<file path="config.mk">
export PLATFORM = sky130hd
export DESIGN_NAME = nibble_serial_adder
export DESIGN_NICKNAME = d
export VERILOG_FILES = /design/src/rtl/nibble_serial_adder_pkg.sv /design/src/rtl/nibble_serial_adder_csel_add4.sv /design/src/rtl/nibble_serial_adder.sv
export SDC_FILE = /design/constraint.sdc
export NUM_CORES = 1
export LEC_CHECK = 0
export CAP_MARGIN = 25
export CORE_ASPECT_RATIO = 0.5
export CORE_UTILIZATION = 30
export CTS_CLUSTER_DIAMETER = 200
export DETAILED_ROUTE_END_ITERATION = 8
export DONT_BUFFER_PORTS = 1
export GPL_TIMING_DRIVEN = 0
export PLACE_DENSITY = 0.43
export SLEW_MARGIN = 5
export SYNTH_ARGS = -nofsm -noshare
export SYNTH_HDL_FRONTEND = slang
export SYNTH_SLANG_ARGS = --single-unit
</file>
<file path="constraint.sdc">
create_clock -name clk -period 2.35 [get_ports clk]
set_input_delay 0.5875 -clock clk [delete_from_list [all_inputs] [get_ports clk]]
set_output_delay 0.5875 -clock clk [all_outputs]
set_load 0.05 [all_outputs]
</file>
<file path="src/rtl/nibble_serial_adder_pkg.sv">
// rtl/nibble_serial_adder_pkg.sv - shared constants, state encoding and ripple helper for nibble_serial_adder
package nibble_serial_adder_pkg;

    localparam int NIBBLE_W = 4;

    typedef enum logic {
        IDLE = 1'b0,
        RUN  = 1'b1
    } state_t;

    // Bit-level ripple add of two nibbles plus a fixed carry; returns {co, sum}
    function automatic logic [NIBBLE_W:0] ripple4(
        input logic [NIBBLE_W-1:0] x,
        input logic [NIBBLE_W-1:0] y,
        input logic                c
    );
        logic [NIBBLE_W:0] r;
        logic              cy;
        cy = c;
        r  = '0;
        for (int i = 0; i < NIBBLE_W; i++) begin
            r[i] = x[i] ^ y[i] ^ cy;
            cy   = (x[i] & y[i]) | (x[i] & cy) | (y[i] & cy);
        end
        r[NIBBLE_W] = cy;
        return r;
    endfunction

endpackage

</file>
<file path="src/rtl/nibble_serial_adder_csel_add4.sv">
// rtl/nibble_serial_adder_csel_add4.sv - combinational 4-bit carry-select adder slice (csel_add4)
module csel_add4
    import nibble_serial_adder_pkg::*;
(
    input  logic [NIBBLE_W-1:0] x,
    input  logic [NIBBLE_W-1:0] y,
    input  logic                ci,
    output logic [NIBBLE_W-1:0] sum,
    output logic                co
);

    logic [NIBBLE_W:0] res_c0;
    logic [NIBBLE_W:0] res_c1;

    // Both carry hypotheses are computed up front; ci only steers the mux
    assign res_c0 = ripple4(x, y, 1'b0);
    assign res_c1 = ripple4(x, y, 1'b1);

    assign sum = ci ? res_c1[NIBBLE_W-1:0] : res_c0[NIBBLE_W-1:0];
    assign co  = ci ? res_c1[NIBBLE_W]     : res_c0[NIBBLE_W];

endmodule

</file>
<file path="src/rtl/nibble_serial_adder.sv">
// rtl/nibble_serial_adder.sv - multi-cycle WIDTH-bit adder over one csel_add4 slice; optional ovf via NIBBLE_SERIAL_ADDER_OVF_EN
module nibble_serial_adder
    import nibble_serial_adder_pkg::*;
#(
    parameter int WIDTH = 16
) (
    input  logic             clk,
    input  logic             rst_n,
    input  logic             start,
    input  logic [WIDTH-1:0] a,
    input  logic [WIDTH-1:0] b,
    input  logic             cin,
    output logic             ready,
    output logic [WIDTH-1:0] s,
    output logic             cout,
`ifdef NIBBLE_SERIAL_ADDER_OVF_EN
    output logic             ovf,
`endif
    output logic             done
);

    localparam int NSLICE = WIDTH / NIBBLE_W;
    localparam int IDX_W  = (NSLICE > 1) ? $clog2(NSLICE) : 1;

    state_t               state;
    state_t               state_next;
    logic [IDX_W-1:0]     idx;
    logic [WIDTH-1:0]     a_reg;
    logic [WIDTH-1:0]     b_reg;
    logic [WIDTH-1:0]     work_reg;
    logic [WIDTH-1:0]     work_next;
    logic                 carry_reg;
    logic [NIBBLE_W-1:0]  slice_x;
    logic [NIBBLE_W-1:0]  slice_y;
    logic [NIBBLE_W-1:0]  slice_sum;
    logic                 slice_co;
    logic                 last_step;

    assign ready     = (state == IDLE);
    assign last_step = (state == RUN) && (idx == IDX_W'(NSLICE - 1));

    csel_add4 u_slice (
        .x   (slice_x),
        .y   (slice_y),
        .ci  (carry_reg),
        .sum (slice_sum),
        .co  (slice_co)
    );

    // Current nibble pair in, and the work word with this step's nibble merged in
    always_comb begin
        slice_x   = a_reg[int'(idx)*NIBBLE_W +: NIBBLE_W];
        slice_y   = b_reg[int'(idx)*NIBBLE_W +: NIBBLE_W];
        work_next = work_reg;
        work_next[int'(idx)*NIBBLE_W +: NIBBLE_W] = slice_sum;
    end

    always_ff @(posedge clk) begin
        if (!rst_n) begin
            state <= IDLE;
        end else begin
            state <= state_next;
        end
    end

    always_comb begin
        state_next = state;
        case (state)
            IDLE:    if (start)     state_next = RUN;
            RUN:     if (last_step) state_next = IDLE;
            default:                state_next = IDLE;
        endcase
    end

    always_ff @(posedge clk) begin
        if (!rst_n) begin
            idx       <= '0;
            carry_reg <= 1'b0;
            a_reg     <= '0;
            b_reg     <= '0;
            work_reg  <= '0;
            s         <= '0;
            cout      <= 1'b0;
            done      <= 1'b0;
`ifdef NIBBLE_SERIAL_ADDER_OVF_EN
            ovf       <= 1'b0;
`endif
        end else begin
            done <= last_step;
            if (state == IDLE) begin
                if (start) begin
                    a_reg     <= a;
                    b_reg     <= b;
                    carry_reg <= cin;
                    idx       <= '0;
                end
            end else begin
                work_reg  <= work_next;
                carry_reg <= slice_co;
                idx       <= idx + IDX_W'(1);
                // Outputs only move on completion so partial sums are never visible
                if (last_step) begin
                    s    <= work_next;
                    cout <= slice_co;
`ifdef NIBBLE_SERIAL_ADDER_OVF_EN
                    ovf  <= a_reg[WIDTH-1] ^ b_reg[WIDTH-1] ^ work_next[WIDTH-1] ^ slice_co;
`endif
                end
            end
        end
    end

endmodule
</file>
==> key figures <==
Power and ir drop
  – Sequential power share: 42.3%
  – Clk pwr share: 44.5%
  – Switching Fraction: 25.8%
  – Power Density: 768 nW/µm²
  – Final Power: 2.81 mW
  – Combinational share of power: 13.2%
  – Psw: 724 µW
  – Internal: 2.09 mW
  – Pleak: 1.36 nW
  – Worst IR Drop VDD: 0.000398 V

Finish
  – Area grow syn2layout: 22.0%
  – Fill cell count: 995
  – N_diodes: 0
  – Fin area: 3660 µm²
  – Layout cell share with drive strength beyond 1: 15.6%
  – Post-layout net count: 401

Floorplan
  – I/O pins: 55
  – Initial cell density of the core: 31.3%
  – CORE AREA: 9570 µm²
  – Die ar.: 10400 µm²
  – FP Rows: 25
  – Chip height: 72.7 µm
  – Die width: 143 µm

Detailed routing
  – DR WL/cell: 16.0 µm
  – 1st-iter DRT viols: 160
  – Via-to-Cell Ratio: 4.84
  – Final WL: 7900 µm
  – Vias: 2392
  – Post-DRT Antenna Nets: 0
  – # DRC: 0
  – Drt first pass iters: 4

CTS
  – CTS HTree Levels: 3
  – CTS tree: done
  – Max Buffers Root-to-Sink: 2
  – Clock sink total: 66
  – Worst-skew pair later-pin latency: 0.33 ns
  – Num CTS Buffers: 9
  – Clock input transition at the sequential cells of the worst setup and hold paths: 0.06 ns
  – Clk root buf: clkbuf_16
  – Post-CTS Hold Buffers: 0

GRT
  – Vias in the first global route: 2379
  – Met1 usage: 22.2%
  – First-pass GRT wire length: 12800 µm
  – Initial antenna violation count: 0
  – Met2 Use GR: 25.9%
  – Largest net degree at the start of global routing: 12
  – Met3 global-route usage: 5.18%
  – GR peak layer: met2
  – Grt ovf: 0
  – GRT Overall Usage: 16.7%

STA
  – Period utilization: 96.3%
  – Slew headroom: 59.6%
  – Final hold violations: 0
  – Final critical-path required period: 2.26 ns
  – Pins Over Slew Limit: 0
  – RSZ-0062 raised after global routing: yes
  – Final Setup Violations: 0
  – Max Freq: 442 MHz
  – Worst slew pin tran: 0.600 ns
  – Worst Skew: 0.00661 ns

Logic synthesis
  – Sequential-to-total area share from yosys stat: 44.0%
  – Top_reg_cell synth: dfxtp_1
  – Top post-synthesis cells by count: nand2_1 (95), dfxtp_1 (66), a21boi_0 (33), clkbuf_1 (17), o21ai_0 (15)
  – Top post-synthesis cells by area: dfxtp_1 (44%), nand2_1 (12%), a21boi_0 (8.3%)
  – Mapped Cells: 336
  – Register bit total from synthesis: 66
  – Distinct cells, synth: 41
  – Post-synth EDFFs: 0
  – Most frequent cell after synthesis: nand2_1
  – Synth warn: 0
  – Synth Area per Inst: 8.93 µm²
  – Yosys top cell by area: dfxtp_1
  – Post-Syn Nets: 382
  – Synth top area share: 44.0%
  – Post-Syn Area: 3000 µm²
  – Asr flop ratio synth: 0%

Worst setup path
  – Startpoint type of the worst setup path: flop
  – Max FO, Critical Path: 9
  – Critical path's top delay family: buffers and inverters
  – Worst path bufs/invs: 4
  – Crit Path Class: flop to flop
  – Crit path DAT: 2.49 ns
  – CP Capture Type: flop
  – CP Cell Sequence: clkbuf_4, mux4_2, inv_2, ha_4, nand2_4, o21ai_4, o21bai_4, buf_12, xnor2_4, buf_6, nand2b_4, nand2_1
  – WP data required: 2.58 ns
  – CP max stage delay: 0.40 ns
  – CP max-delay cell: mux4_2

Job
  – Max_cap viols: 0

Place
  – Final GP Congestion: 0.767
  – Post-Place Cell Area: 3180 µm²
  – DP HPWL: 5730 µm
  – IO Port Bufs: 0

Run status
  – Status: complete, no violations

Hold path
  – Worst min path class: input port to flop
==> layout by cell type (no fill, tap or decap), types with 8 or more instances in the layout <==
master      n
nand2_1    94
dfxtp_1    65
a21boi_0   33
clkbuf_1   17
o21ai_0    12
nor2b_1    12
clkbuf_16   9
nand3_1     8
nor2_1      8
ha_1        8
==> cell type report <==
class	instances	area, µm²	area share, %
Timing Repair Buffer	10	98.8	2.70
Buffer	20	78.8	2.15
Clock buffer	11	253	6.90
Clock inverter	4	27.5	0.752
Inverter	8	30.0	0.820
Multi-Input combinational cell	240	1680	45.9
Tap cell	135	169	4.61
Sequential cell	66	1330	36.2
==> timing repair <==
| action | in CTS | in global routing |
|---|---|---|
| pin swaps | 14 | 6 |
| setup buffers | 10 | 0 |
| gates resized for setup | 24 | 8 |
| setup endpoints to repair | 30 | 19 |
==> stage by stage <==
step	setup slack [ns]	util [%]	hold slack [ns]	TNS [ns]	instances
after floorplan	0.0118	-	0.437	0	336
after global placement	-0.398	33.3	0.452	-8.61	471
after detailed placement	-0.394	33.3	0.460	-8.53	471
after CTS	-0.0345	38.3	0.388	-0.102	496
after global routing	-0.00607	38.2	0.400	-0.0113	494
final	0.0869	38.2	0.394	0	494
==> cells by family after synthesis <==
kind of cell	synth area share [%]
and+or+nand+nor	19.8
muxes	7.71
buffers and inverters	4.09
xor gates and xnor gates	1.79
DFF	44.0
adders and majority gates	4.17
AOI/OAI and AO/OA	18.4
==> layer usage <==
layer	up-vias	wire (µm)
met5	-	0
met4	0	103
met3	11	463
met2	56	3490
met1	1137	3850
li1	1188	-
==> worst register-to-register path: cells and delay by family, from the launching register on <==
family,cells,cell delay [ns]
xor gates and xnor gates,1,0.23
buffers and inverters,4,0.64
DFF,1,0.36
AOI/OAI and AO/OA,2,0.20
and+or+nand+nor,3,0.19
adders and majority gates,1,0.14
muxes,1,0.40
==> power groups by stage <==
stage / clock [mW] / sequential, mW / combinational, mW
floorplan: 0 / 1.20 / 0.226
global placement: 0 / 1.21 / 0.303
detailed placement: 0 / 1.21 / 0.304
CTS: 1.28 / 1.19 / 0.375
global route: 1.34 / 1.20 / 0.406
finish: 1.25 / 1.19 / 0.370
==> path summary, 6_finish.rpt <==
path / from / end / slack (ns) / cells after the start
max: idx[1] / s[14] / 0.09 / 12
min: a[14] / a_reg[14] / 0.39 / 2
max reg2reg: idx[1] / s[14] / 0.09 / 12
min reg2reg: b_reg[15] / b_reg[15] / 0.46 / 2
Power figures use the tool's default switching activity.
